### src/rtl/game_link_tx.sv
// -----------------------------------------------------------------------------
// game_link_tx
//
// Purpose:
//   Sends the local game status to the remote board as a short byte frame over
//   a valid/ready byte interface (normally a UART transmitter). A frame is sent
//   when any status input changes with respect to the last frame sent, and
//   every REFRESH_CYCLES clock cycles even when nothing changes.
//
//   Frame layout:
//     byte0 : 0xA5 header
//     byte1 : {1'b0, game_state[1:0], game_start, current_health[3:0]}
//     byte2 : {1'b0, boss_hp[6:0]}
//     byte3 : byte0 ^ byte1 ^ byte2   (only when GAME_LINK_CHKSUM_EN is defined)
//
// Build option:
//   GAME_LINK_CHKSUM_EN  - when defined, every frame carries the checksum
//                          byte (4-byte frames). When undefined, frames are
//                          3 bytes long and the CHK state does not exist.
//
// Parameters:
//   REFRESH_CYCLES - clock cycles between forced periodic frames (>= 2).
//
// Ports:
//   clk             in   system clock, rising edge
//   rst_n           in   asynchronous active-low reset
//   game_state[1:0] in   local game FSM state (0 MENU, 1 GAME, 2 END_SCREEN)
//   game_start      in   local start request (level)
//   current_health  in   local player HP [3:0]
//   boss_hp         in   boss HP [6:0]
//   tx_data[7:0]    out  byte offered to the transmitter
//   tx_valid        out  tx_data is valid
//   tx_ready        in   transmitter accepts the byte this cycle
//   frame_busy      out  high while a frame is in progress (state != IDLE)
//   frame_done      out  one-cycle pulse after the last byte is accepted
// -----------------------------------------------------------------------------
module game_link_tx #(
    parameter int unsigned REFRESH_CYCLES = 1_083_333
) (
    input  logic       clk,
    input  logic       rst_n,
    input  logic [1:0] game_state,
    input  logic       game_start,
    input  logic [3:0] current_health,
    input  logic [6:0] boss_hp,
    output logic [7:0] tx_data,
    output logic       tx_valid,
    input  logic       tx_ready,
    output logic       frame_busy,
    output logic       frame_done
);

    localparam int unsigned           CNT_W    = $clog2(REFRESH_CYCLES);
    localparam logic [CNT_W-1:0]      CNT_LAST = CNT_W'(REFRESH_CYCLES - 1);
    localparam logic [CNT_W-1:0]      CNT_ONE  = CNT_W'(1);
    localparam logic [7:0]            HEADER   = 8'hA5;

`ifdef GAME_LINK_CHKSUM_EN
    typedef enum logic [2:0] {IDLE, HDR, STAT, BOSS, CHK} state_t;
`else
    typedef enum logic [1:0] {IDLE, HDR, STAT, BOSS} state_t;
`endif

    state_t            state_q, state_d;
    logic              pend_q, pend_d;
    logic [CNT_W-1:0]  cnt_q, cnt_d;
    logic [13:0]       snap_q, snap_d;
    logic              frame_done_q, frame_done_d;

    logic [13:0]       live;
    logic              load;
    logic              change_trig;
    logic              refresh_trig;
    logic [CNT_W-1:0]  cnt_inc;
    logic [7:0]        byte1;
    logic [7:0]        byte2;

    // Live status packed in the same order as the snapshot:
    // [13:12] game_state, [11] game_start, [10:7] health, [6:0] boss_hp.
    assign live  = {game_state, game_start, current_health, boss_hp};
    assign byte1 = {1'b0, snap_q[13:7]};
    assign byte2 = {1'b0, snap_q[6:0]};

    // A frame starts (and the snapshot is taken) when IDLE sees pend.
    assign load = (state_q == IDLE) && pend_q;

    // In the load cycle the live inputs are exactly what is being captured,
    // so they do not count as a change against the old snapshot; otherwise
    // every change-triggered frame would be followed by a duplicate.
    assign change_trig = (live != snap_q) && !load;

    // The counter wraps at the increment that would make it REFRESH_CYCLES-1.
    // Raising the trigger on that increment absorbs the one-cycle pend
    // register delay, so forced frames start exactly REFRESH_CYCLES apart.
    assign cnt_inc      = cnt_q + CNT_ONE;
    assign refresh_trig = (cnt_inc == CNT_LAST);

    always_comb begin
        // NOTE: every output of this block is given a default first, so no
        // path through the case statement can leave one unassigned (latch).
        state_d      = state_q;
        tx_valid     = 1'b0;
        tx_data      = 8'h00;
        frame_done_d = 1'b0;

        unique case (state_q)
            IDLE: begin
                if (pend_q) state_d = HDR;
            end
            HDR: begin
                tx_valid = 1'b1;
                tx_data  = HEADER;
                if (tx_ready) state_d = STAT;
            end
            STAT: begin
                tx_valid = 1'b1;
                tx_data  = byte1;
                if (tx_ready) state_d = BOSS;
            end
            BOSS: begin
                tx_valid = 1'b1;
                tx_data  = byte2;
                if (tx_ready) begin
`ifdef GAME_LINK_CHKSUM_EN
                    state_d = CHK;
`else
                    state_d      = IDLE;
                    frame_done_d = 1'b1;
`endif
                end
            end
`ifdef GAME_LINK_CHKSUM_EN
            CHK: begin
                tx_valid = 1'b1;
                tx_data  = HEADER ^ byte1 ^ byte2;
                if (tx_ready) begin
                    state_d      = IDLE;
                    frame_done_d = 1'b1;
                end
            end
`endif
            default: state_d = IDLE;
        endcase
    end

    always_comb begin
        // A trigger in the load cycle wins over the clear, so it yields one
        // more frame after the one being started.
        pend_d = pend_q;
        if (change_trig || refresh_trig) pend_d = 1'b1;
        else if (load)                   pend_d = 1'b0;

        cnt_d  = (load || refresh_trig) ? '0 : cnt_inc;
        snap_d = load ? live : snap_q;
    end

    always_ff @(posedge clk or negedge rst_n) begin
        if (!rst_n) begin
            state_q      <= IDLE;
            pend_q       <= 1'b1;
            cnt_q        <= '0;
            // NOTE: the snapshot is reset to zero on purpose: it doubles as
            // the "last sent" reference for change detection.
            snap_q       <= '0;
            frame_done_q <= 1'b0;
        end else begin
            // NOTE: sequential state uses non-blocking assignments so all
            // registers update from the same pre-edge values.
            state_q      <= state_d;
            pend_q       <= pend_d;
            cnt_q        <= cnt_d;
            snap_q       <= snap_d;
            frame_done_q <= frame_done_d;
        end
    end

    assign frame_busy = (state_q != IDLE);
    assign frame_done = frame_done_q;

endmodule

### config.mk
export PLATFORM = sky130hd
export DESIGN_NAME = game_link_tx
export DESIGN_NICKNAME = d
export VERILOG_FILES = /design/src/rtl/game_link_tx.sv
export SDC_FILE = /design/constraint.sdc
export NUM_CORES = 1
export LEC_CHECK = 0
export ABC_CLOCK_PERIOD_IN_PS = 2900
export BUFFER_PORTS_ARGS = -buffer_cell sky130_fd_sc_hd__buf_2
export CAP_MARGIN = 20
export CORE_MARGIN = 8
export CORE_UTILIZATION = 57
export CTS_CLUSTER_DIAMETER = 60
export CTS_CLUSTER_SIZE = 24
export DETAILED_ROUTE_END_ITERATION = 10
export PLACE_DENSITY = 0.83
export RECOVER_POWER = 50
export SLEW_MARGIN = 10
export SYNTH_ARGS = -nofsm -noshare
export SYNTH_HDL_FRONTEND = slang
export SYNTH_SLANG_ARGS = --single-unit
export TNS_END_PERCENT = 100
### constraint.sdc
create_clock -name clk -period 2.9 [get_ports clk]
set_clock_uncertainty 0.1 [all_clocks]
set_input_delay 0.145 -clock clk [delete_from_list [all_inputs] [get_ports clk]]
set_output_delay 0.145 -clock clk [all_outputs]
set_load 0.1 [all_outputs]
; Word level (Yosys, flattened, before mapping)
; Cells that the tools add are included.
[totals]
elab_cells = 37
regBits = 39
[classes]
addsub = 1
reduce_logical = 10
n_mux = 12
eq_ne = 9
[ops]
columns = cell, count
row1 = 8-bit one-hot mux with 3 select lines, 1
row2 = 21-bit by 1-bit adder with 21-bit output (second input constant), 1
row3 = 21-bit == test (second input constant), 1
row4 = 21-bit 2-to-1 mux, 1
row5 = 14-bit != test, 1
row6 = 2-bit 2-to-1 mux, 4
row7 = 2-bit != test (second input constant), 4
row8 = 2-bit one-hot mux with 4 select lines, 1
row9 = 1-bit 2-to-1 mux, 5
row10 = 2-bit == test (second input constant), 2
row11 = 4-bit AND reduction, 1
row12 = 2-bit nonzero test, 2
row13 = 3-bit OR reduction, 1
row14 = 2-bit by 1-bit == test with 1-bit output (second input constant), 1
row15 = 1-bit logical AND, 2
row16 = 2-bit logical NOT, 1
row17 = 1-bit logical OR, 2
row18 = 1-bit logical NOT, 1

; Depth between registers and ports, before layout
; Gate-level depths: netlist of the first run.
[depth]
ltp_word = 6
mapped_depth = 8

; Worst setup path before layout of the first run
; No wires, ideal clock.
[synth_timing]
path_kind = reg-to-output
start = reg state_q[0]
end = out tx_data[0]
stages_incl_launch_ff = 6
path_slack_ps = 122
required_ps = 2655
t_arrival_ps = 2533
n_path_buf = 1
cell_sequence = dfrtp_1 -> inv_1 -> ha_1 -> clkbuf_1 -> a22oi_1 -> a21oi_1
[synth_via]
elab_chain_len = 2
elab_cells_between_ends = 4
classes_between = eq/ne (3) / mux (1)
[synth_rtl]
columns = element, line
row1 = start: declaration, 64  ; state_t state_q, state_d;
row2 = start signal: assignment, 169  ; state_q <= state_d;
row3 = 2-bit == test / 2-bit by 1-bit == test with 1-bit output (equally long branches), 106  ; unique case (state_q)
row4 = 8-bit one-hot mux with 3 select lines (*), 106
row5 = end: declaration, 46  ; output logic [7:0] tx_data,
; Every way passes the cells marked *; elsewhere a longest branch is shown, timed or not.

; Worst setup path after layout of the first run
[layout_timing]
start = reg cnt_q[0]
end = reg cnt_q[1]
[layout_via]
elab_chain_len = 4
[layout_rtl]
columns = element, line
row1 = start: declaration, 66  ; logic [CNT_W-1:0] cnt_q, cnt_d;
row2 = start signal: assignment, 171  ; cnt_q <= cnt_d;
row3 = 21-bit by 1-bit adder with 21-bit output (*), 95  ; assign cnt_inc = cnt_q + CNT_ONE;
row4 = 21-bit == test, 96  ; assign refresh_trig = (cnt_inc == CNT_LAST);
row5 = 1-bit logical OR, 153  ; cnt_d = (load || refresh_trig) ? '0 : cnt_inc;
row6 = 21-bit 2-to-1 mux (*), 153
row7 = net cnt_d[1], 66
; The timed path passes the listed nets; every way through them passes the cells marked *.
; A chain may end at the register's enable or synchronous reset.

==> results of run 1 <==
[through the flow]
stage / hold slack [ps] / instances
finish: -1.87 / 331
global route: 28.7 / 331
floorplan: -251 / 241
detailed placement: 205 / 308
global placement: 202 / 308
CTS: 3.24 / 331
[report_power, final]
part | internal [µW] | leakage (µW) | total, µW | switching [µW]
Sequential | 707 | 0.000508 | 882 | 175
Combinational | 343 | 0.000668 | 1490 | 1150
Clock | 217 | 0.0000515 | 398 | 181
Total | 1270 | 0.00123 | 2770 | 1500
[area by class of cell]
class                      count  area [µm²]  share of cell area, %
multi-input combinational    187        1150                   44.2
clock buffer                   8         100                   3.84
inverter                       5        18.8                  0.720
tap                           48        60.1                   2.31
sequential                    39         977                   37.5
timing repair buffer          44         298                   11.4
[how the worst min path moves through the flow]
stage	cells past startpoint	slack, ps	endpoint	startpoint
CTS	3	3	snap_q[12]$_DFFE_PN0P_	game_state[0]
global placement	1	200	snap_q[3]$_DFFE_PN0P_	rst_n
global route	3	30	snap_q[12]$_DFFE_PN0P_	game_state[0]
floorplan	0	-250	cnt_q[0]$_DFF_PN0_	rst_n
detailed placement	1	210	snap_q[3]$_DFFE_PN0P_	rst_n
finish	3	-2	snap_q[12]$_DFFE_PN0P_	game_state[0]
[metal layers]
layer	part of all wire, %	up-vias
met5	0	-
met4	1.7	0
met3	4.1	13
met2	49	45
met1	45	902
li1	-	904
[state kept, by name (all words and copies together) (netlist names)]
register / flops
cnt_q: 21
snap_q: 14
state_q: 2
frame_done: 1
pend_q: 1
[cell families (layout without fill, tap and decap cells)]
| group | after synthesis | in the layout | synth area share [%] |
|---|---|---|---|
| simple gates | 127 | 127 | 28.5 |
| compound gates | 18 | 18 | 5.75 |
| buf+inv | 15 | 57 | 3.13 |
| fa+ha+maj | 7 | 7 | 3.99 |
| xor+xnor | 33 | 33 | 13.2 |
| mux | 2 | 2 | 0.968 |
| flops | 39 | 39 | 44.5 |
[worst max-delay path, stage by stage, from the launching register on]
cell,delay (ps)
dfrtp_1,410
ha_1,250
nand4_1,310
nor4_1,390
nand4_1,170
a32oi_1,260
and3_1,430
nor2_1,110
[placed cells by master (no fill, tap or decap), types with 2 or more instances in the layout]
cell type	synthesis	routed
nand4_1	5	5
clkbuf_8	0	7
nand3_1	5	5
and4_1	2	2
inv_1	5	5
a21oi_1	5	5
xor2_1	22	22
xnor2_1	11	11
a22oi_1	7	7
nand2_1	55	55
nor4_1	8	8
dfrtp_1	38	38
nor3_1	13	13
o22ai_1	2	2
dlygate4sd3_1	0	15
nand3_2	3	3
buf_2	0	25
ha_1	7	7
nor2_1	23	23
clkbuf_1	7	3
and3_1	3	3
buf_4	1	2
[repair_timing]
| action | in CTS | in global routing |
|---|---|---|
| setup endpoints to repair | 0 | 0 |
| hold buffers | 15 | 0 |
| hold endpoints to repair | 52 | 0 |
| resized for setup | 0 | 0 |
==> flow_metrics.env, run 1 <==
export IMPL_synth_most_common_cell="nand2_1"
export IMPL_p_per_area_nw_per_um2=1060
export IMPL_final_layout_size_suffix_gt1_share_pct=15.5
export IMPL_initial_core_util_pct=59.6
export IMPL_syn2layout_area_growth_pct=18.6
export IMPL_port_buffers=27
export IMPL_drt_iter0_drc=162
export IMPL_syn_area_um2=2200
export IMPL_fmax_ghz=0.391
export IMPL_max_cap_violations=1
export IMPL_syn_avg_cell_area_um2=9.12
export IMPL_synth_edf_count=0
export IMPL_core_area_um2=3690
export IMPL_grt_overflow=0
export IMPL_setup_viol_count_final=0
export IMPL_slew_headroom_pct=-40.2
export IMPL_avgRoutedWirePerCell_um=15.1
export IMPL_yosysTopAreaCell="dfrtp_1"
export IMPL_grt_max_degree=40
export IMPL_synth_ff_type="dfrtp_1"
export IMPL_worstHoldPathType="in -> reg"
export IMPL_diodes=0
export IMPL_ant_nets=0
export IMPL_post_place_ws_ps=386
export IMPL_synth_warnings=0
export IMPL_grt_use_met3_pct=4.44
export IMPL_endpoint_kind="flip-flop"
export IMPL_design_area_um2=2610
export IMPL_critPathLaunch="cnt_q[0]$_DFF_PN0_"
export IMPL_synthCells=241
export IMPL_num_vias=1864
export IMPL_slew_violations=40
export IMPL_synth_area_top_cells="dfrtp_1 (43%), nand2_1 (9.4%), xor2_1 (8.8%)"
export IMPL_grtUsageMet1_pct=23.2
export IMPL_worstReg2RegEnd="cnt_q[1]$_DFF_PN0_"
export IMPL_required_ps=2960
export IMPL_ios=28
export IMPL_fp_dieW_um=78.1
export IMPL_synth_seq_cells=39
export IMPL_chipHeight_um=78.1
export IMPL_ff2ff_path_depth=7
export IMPL_grt_pass1_vias=1903
export IMPL_wl_um=5000
export IMPL_grt_pass1_wl_um=8810
export IMPL_numCtsBuffers=5
export IMPL_clk_latency_ps=290
export IMPL_ctsHtreeMaxLevel=2
export IMPL_cp_max_fo=10
export IMPL_synthTopCellsByCount="nand2_1 (55), dfrtp_1 (38), nor2_1 (23), xor2_1 (22), nor3_1 (13)"
export IMPL_timing_rr_start="cnt_q[0]$_DFF_PN0_"
export IMPL_cts_tree="built"
export IMPL_fin_crit_ps=2560
export IMPL_postCtsSetupRepairBufs=0
export IMPL_timing_hold_ws_ps=-1.87
export IMPL_power_total_uw=2770
export IMPL_endpoint="cnt_q[1]$_DFF_PN0_"
export IMPL_dp_hpwl_um=3430
export IMPL_rows=22
export IMPL_p_leak_uw=0.00123
export IMPL_floorplan_die_area_um2=6100
export IMPL_synthArstFlopShare_pct=100
export IMPL_crit_type="reg -> reg"
export IMPL_grt_busiest_layer="met2"
export IMPL_path_clk_slew_ps=70
export IMPL_globalplace_congestion=0.865
export IMPL_drtPass1Iterations=4
export IMPL_cts_buffer_depth=2
export IMPL_cts_sinks=39
export IMPL_root_buffer="clkbuf_8"
export IMPL_worst_slew_pin_slew_ps=2100
export IMPL_synthDominantCellAreaShare_pct=43.3
export IMPL_place_area_um2=2360
export IMPL_vdd_ir_drop_max_mv=0.763
export IMPL_synth_seq_area_share_pct=44.5
export IMPL_rsz0062_at_grt="false"
export IMPL_final_util_pct=70.6
export IMPL_synthesis_nets=265
export IMPL_startpoint_type="flip-flop"
export IMPL_finalWorstSetupSlack_ps=344
export IMPL_fillers=310
export IMPL_post_route_period_util_pct=88.1
export IMPL_cp_data_arrival_time_ps=2610
export IMPL_drc=0
export IMPL_violations="negative hold slack, max-capacitance violations, max-slew violations"
export IMPL_synth_cell_type_count=37
export IMPL_r2r_slack_ps=340
export IMPL_nets=306
export IMPL_fin_tns_setup_ps=0
export IMPL_status="finished with violations"
export IMPL_finalHoldViolCount=1
export IMPL_globalRouteMet2Util_pct=26.4
export IMPL_via_per_inst=5.63
export IMPL_antenna_found_initial=0
export IMPL_track_usage_pct=17.6
(Power assumes the default switching activity.)
==> run 2: changes to the inputs <==
CAP_MARGIN = 0   (was 20)
GPL_TIMING_DRIVEN = 0   (was default)
==> flow_metrics.env, run 2 (synthesis results as in run 1) <==
export IMPL_status="finished with violations"
export IMPL_multiInputGateArea_um2=1150
export IMPL_via_per_inst=5.51
export IMPL_cts_buffer_depth=2
export IMPL_dp_cells=316
export IMPL_worst_slew_pin_slew_ps=2080
export IMPL_grt_max_degree=40
export IMPL_rows=22
export IMPL_fp_dieW_um=78.1
export IMPL_startpoint_type="flip-flop"
export IMPL_place_area_um2=2390
export IMPL_grt_overflow=0
export IMPL_p_int_uw=1280
export IMPL_root_buffer="clkbuf_8"
export IMPL_worstHoldPathType="reg -> reg"
export IMPL_drt_iter0_drc=141
export IMPL_violations="max-capacitance violations, max-slew violations"
export IMPL_chipHeight_um=78.1
export IMPL_fmax_ghz=0.395
export IMPL_floorplan_die_area_um2=6100
export IMPL_largest_register_ffs=21
export IMPL_p_switching_uw=1510
export IMPL_fin_tns_setup_ps=0
export IMPL_clk_latency_ps=290
export IMPL_antenna_found_initial=1
export IMPL_required_ps=2950
export IMPL_p_leak_uw=0.00124
export IMPL_regMostFlops="cnt_q"
export IMPL_drtPass1Iterations=4
export IMPL_track_usage_pct=17.1
export IMPL_dp_hpwl_um=3230
export IMPL_swShare_pct=54.3
export IMPL_register_area_um2=977
export IMPL_final_layout_size_suffix_gt1_share_pct=14.7
export IMPL_path_clk_slew_ps=70
export IMPL_vdd_ir_drop_max_mv=0.603
export IMPL_ctsHtreeMaxLevel=2
export IMPL_cp_max_fo=10
export IMPL_layout_commonest_cell="nand2_1"
export IMPL_setup_viol_count_final=0
export IMPL_fin_crit_ps=2530
export IMPL_initial_core_util_pct=59.6
export IMPL_endpoint_kind="flip-flop"
export IMPL_grt_pass1_wl_um=8560
export IMPL_globalplace_congestion=0.836
export IMPL_design_area_um2=2650
export IMPL_pwr_share_comb_pct=54.1
export IMPL_drc=0
export IMPL_p_clk_share_pct=14.2
export IMPL_grt_pass1_vias=1857
export IMPL_rsz0062_at_grt="false"
export IMPL_num_vias=1878
export IMPL_reg_top3="cnt_q (21), snap_q (14), state_q (2)"
export IMPL_slew_headroom_pct=-38.4
export IMPL_fillers=264
export IMPL_cts_sinks=39
export IMPL_avgRoutedWirePerCell_um=14.3
export IMPL_cp_data_arrival_time_ps=2590
export IMPL_slew_violations=40
export IMPL_p_per_area_nw_per_um2=1050
export IMPL_ios=28
export IMPL_syn2layout_area_growth_pct=20.6
export IMPL_timing_hold_ws_ps=429
export IMPL_max_cap_violations=1
export IMPL_nets=315
export IMPL_crit_type="reg -> reg"
export IMPL_ant_nets=0
export IMPL_mostFrequentLayoutCells="nand2_1 (55), dfrtp_1 (38), nor2_1 (23), buf_2 (23), xor2_1 (22)"
export IMPL_core_area_um2=3690
export IMPL_wl_um=4890
export IMPL_post_route_period_util_pct=87.4
export IMPL_post_cts_resized=0
export IMPL_cts_tree="built"
export IMPL_p_seq_share_pct=31.7
export IMPL_port_buffers=27
export IMPL_numCtsBuffers=5
export IMPL_fin_cells=341
export IMPL_finalHoldViolCount=0
[run 2: area by class of cell]
cell class	instances	share of cell area (%)
buffer	10	1.89
tap	48	2.27
sequential	39	36.9
antenna	1	0.0944
inverter	5	0.708
clock buffer	8	3.78
timing repair buffer	43	11.0
multi-input combinational	187	43.4
[run 2: metal layers]
| metal | vias up | global-route usage, % | share of wire (%) |
|---|---|---|---|
| met5 | - | 0 | 0 |
| met2 | 53 | 25.2 | 47 |
| met1 | 898 | 22.8 | 45 |
| li1 | 915 | - | - |
| met3 | 12 | 4.44 | 4.8 |
| met4 | 0 | 8.33 | 2.6 |
[run 2: power groups by stage]
stage,clock [µW],sequential (µW),combinational [µW]
floorplan,0,875,1220
global placement,0,879,1470
detailed placement,0,883,1490
CTS,403,878,1510
global route,425,904,1640
finish,395,884,1510
[run 2: metrics by stage]
step           total power [µW]  setup slack (ps)  utilization (%)
2_1_floorplan              2090               122                -
3_3_place_gp               2350               436             64.9
3_5_place_dp               2370               390             64.9
4_1_cts                    2790               376             71.9
5_1_grt                    2970               123             71.8
6_report                   2790               366             71.8
[run 2: repair_timing]
action	CTS	global route
endpoints found under the hold margin	53	0
hold buffers	16	0
setup buffers	0	0
[run 2: path summary, 6_finish.rpt]
path                                         start             endpoint  slack [ps]  cells past startpoint
worst max-delay path            cnt_q[0]$_DFF_PN0_   cnt_q[9]$_DFF_PN0_         370                      8
worst min-delay path            cnt_q[0]$_DFF_PN0_   cnt_q[0]$_DFF_PN0_         430                      1
worst max register to register  cnt_q[0]$_DFF_PN0_   cnt_q[9]$_DFF_PN0_         370                      8
worst min register to register  cnt_q[0]$_DFF_PN0_   cnt_q[0]$_DFF_PN0_         430                      1
max in group asynchronous                    rst_n   cnt_q[9]$_DFF_PN0_         620                      2
min in group asynchronous                    rst_n  cnt_q[18]$_DFF_PN0_         890                      2
[run 2: worst max-delay path, cell delays in order, from the launching register on]
cell,delay (ps)
dfrtp_1,420
ha_1,260
nand4_1,340
nor3_1,530
nand4_1,180
xnor2_1,190
and3_1,190
buf_6,140
nor3_1,50
==> run 3: changes to the inputs <==
RECOVER_POWER = 25   (was 50)
==> flow_metrics.env, run 3 (synthesis results as in run 1) <==
export IMPL_status="finished with violations"
export IMPL_violations="max-capacitance violations, max-slew violations"
export IMPL_grt_pass1_vias=1857
export IMPL_initial_core_util_pct=59.6
export IMPL_timing_rr_start="cnt_q[0]$_DFF_PN0_"
export IMPL_ant_nets=0
export IMPL_finalHoldViolCount=0
export IMPL_p_per_area_nw_per_um2=1050
export IMPL_antenna_found_initial=1
export IMPL_ctsHoldBuffers=16
export IMPL_setup_viol_count_final=0
export IMPL_ctsHtreeMaxLevel=2
export IMPL_r2r_slack_ps=370
export IMPL_post_cts_resized=0
export IMPL_grt_overflow=0
export IMPL_nets=315
export IMPL_vdd_ir_drop_max_mv=0.603
export IMPL_port_buffers=27
export IMPL_path_cells="ha_1 > nand4_1 > nor3_1 > nand4_1 > xnor2_1 > and3_1 > buf_6 > nor3_1"
export IMPL_core_area_um2=3690
export IMPL_cp_buffers_inverters=1
export IMPL_drtPass1Iterations=4
export IMPL_ios=28
export IMPL_cp_data_arrival_time_ps=2590
export IMPL_numCtsBuffers=5
export IMPL_cp_depth=8
export IMPL_endpoint_kind="flip-flop"
export IMPL_cp_max_fo=10
export IMPL_worstReg2RegEnd="cnt_q[9]$_DFF_PN0_"
export IMPL_via_per_inst=5.51
export IMPL_floorplan_die_area_um2=6100
export IMPL_cp_top_family="simple AND/OR/NAND/NOR gates"
export IMPL_critPathLaunch="cnt_q[0]$_DFF_PN0_"
export IMPL_drt_iter0_drc=132
export IMPL_crit_type="reg -> reg"
export IMPL_fin_crit_ps=2530
export IMPL_swShare_pct=54.2
export IMPL_rows=22
export IMPL_ff2ff_path_depth=8
export IMPL_layout_commonest_cell="nand2_1"
export IMPL_postCtsSetupRepairBufs=0
export IMPL_p_clk_share_pct=14.2
export IMPL_cts_sinks=39
export IMPL_worstHoldPathType="reg -> reg"
export IMPL_p_leak_uw=0.00124
export IMPL_slew_headroom_pct=-37.7
export IMPL_root_buffer="clkbuf_8"
export IMPL_fp_dieW_um=78.1
export IMPL_p_int_uw=1280
export IMPL_regMostFlops="cnt_q"
export IMPL_cts_tree="built"
export IMPL_slew_violations=40
export IMPL_clk_latency_ps=290
export IMPL_p_switching_uw=1510
export IMPL_globalplace_congestion=0.836
export IMPL_wl_um=4890
export IMPL_max_stage_delay_ps=530
export IMPL_drc=0
export IMPL_reg_top3="cnt_q (21), snap_q (14), state_q (2)"
export IMPL_chipHeight_um=78.1
export IMPL_num_vias=1878
export IMPL_rsz0062_at_grt="false"
export IMPL_post_route_period_util_pct=87.4
export IMPL_cp_slowest_cell="nor3_1"
export IMPL_endpoint="cnt_q[9]$_DFF_PN0_"
export IMPL_fin_tns_setup_ps=0
export IMPL_required_ps=2950
export IMPL_grt_max_degree=40
export IMPL_largest_register_ffs=21
export IMPL_syn2layout_area_growth_pct=20.7
export IMPL_grt_pass1_wl_um=8560
export IMPL_startpoint_type="flip-flop"
export IMPL_mostFrequentLayoutCells="nand2_1 (55), dfrtp_1 (38), buf_2 (25)"
export IMPL_dp_hpwl_um=3230
export IMPL_max_cap_violations=1
export IMPL_path_clk_slew_ps=70
export IMPL_cts_buffer_depth=2
export IMPL_power_total_uw=2790
export IMPL_fmax_ghz=0.395
export IMPL_avgRoutedWirePerCell_um=14.3
export IMPL_pwr_share_comb_pct=54.2
export IMPL_track_usage_pct=17.1
export IMPL_p_seq_share_pct=31.7
export IMPL_final_layout_size_suffix_gt1_share_pct=15.4
export IMPL_worst_slew_pin_slew_ps=2070
run 3: changes by cell type in the layout (fill, tap and decap cells not counted), sizes merged:
cell    previous run  this run
buf               25        27
clkbuf            20        18
run 3: through the flow:
stage	setup WS, ps	instances	area (µm²)	hold slack, ps	util [%]
finish	366	341	2650	428	71.9
floorplan	122	241	2200	-251	-
global placement	436	316	2390	206	64.9
global route	123	341	2650	453	71.9
CTS	376	340	2650	428	71.9
detailed placement	390	316	2390	201	64.9
run 3: area by class of cell:
| cell class | instances | area, µm² |
|---|---|---|
| multi-input combinational | 187 | 1150 |
| fill | 262 | 1040 |
| inverter | 5 | 18.8 |
| antenna | 1 | 2.50 |
| clock buffer | 8 | 100 |
| timing repair buffer | 43 | 293 |
| sequential | 39 | 977 |
| tap | 48 | 60.1 |
| buffer | 10 | 50.0 |
run 3: worst register-to-register path, delay by kind of cell, from the launching register on:
kind	cells	cell delay, ps
buf+inv	1	140
xor+xnor	1	190
fa+ha+maj	1	260
flops	1	420
simple gates	5	1300
run 3: how the worst min path moves through the flow:
stage / to / from / depth (start not counted)
after detailed placement: snap_q[3]$_DFFE_PN0P_ / rst_n / 1
after CTS: cnt_q[18]$_DFF_PN0_ / rst_n / 2
after floorplan: cnt_q[0]$_DFF_PN0_ / rst_n / 0
final: cnt_q[0]$_DFF_PN0_ / cnt_q[0]$_DFF_PN0_ / 1
after global routing: snap_q[4]$_DFFE_PN0P_ / snap_q[4]$_DFFE_PN0P_ / 2
after global placement: snap_q[3]$_DFFE_PN0P_ / rst_n / 1
run 3: layer usage:
| layer | GRT usage [%] | wire, µm | vias up | share of wire (%) |
|---|---|---|---|---|
| li1 | - | - | 914 | - |
| met3 | 4.44 | 225 | 12 | 4.6 |
| met1 | 22.8 | 2240 | 903 | 46 |
| met4 | 8.33 | 129 | 0 | 2.6 |
| met2 | 25.2 | 2290 | 49 | 47 |
| met5 | 0 | 0 | - | 0 |
run 3: power by group through the flow:
stage | registers, µW | logic [µW] | clock network, µW
floorplan | 875 | 1220 | 0
global placement | 879 | 1470 | 0
detailed placement | 883 | 1490 | 0
CTS | 878 | 1510 | 403
global route | 904 | 1640 | 425
finish | 885 | 1510 | 395
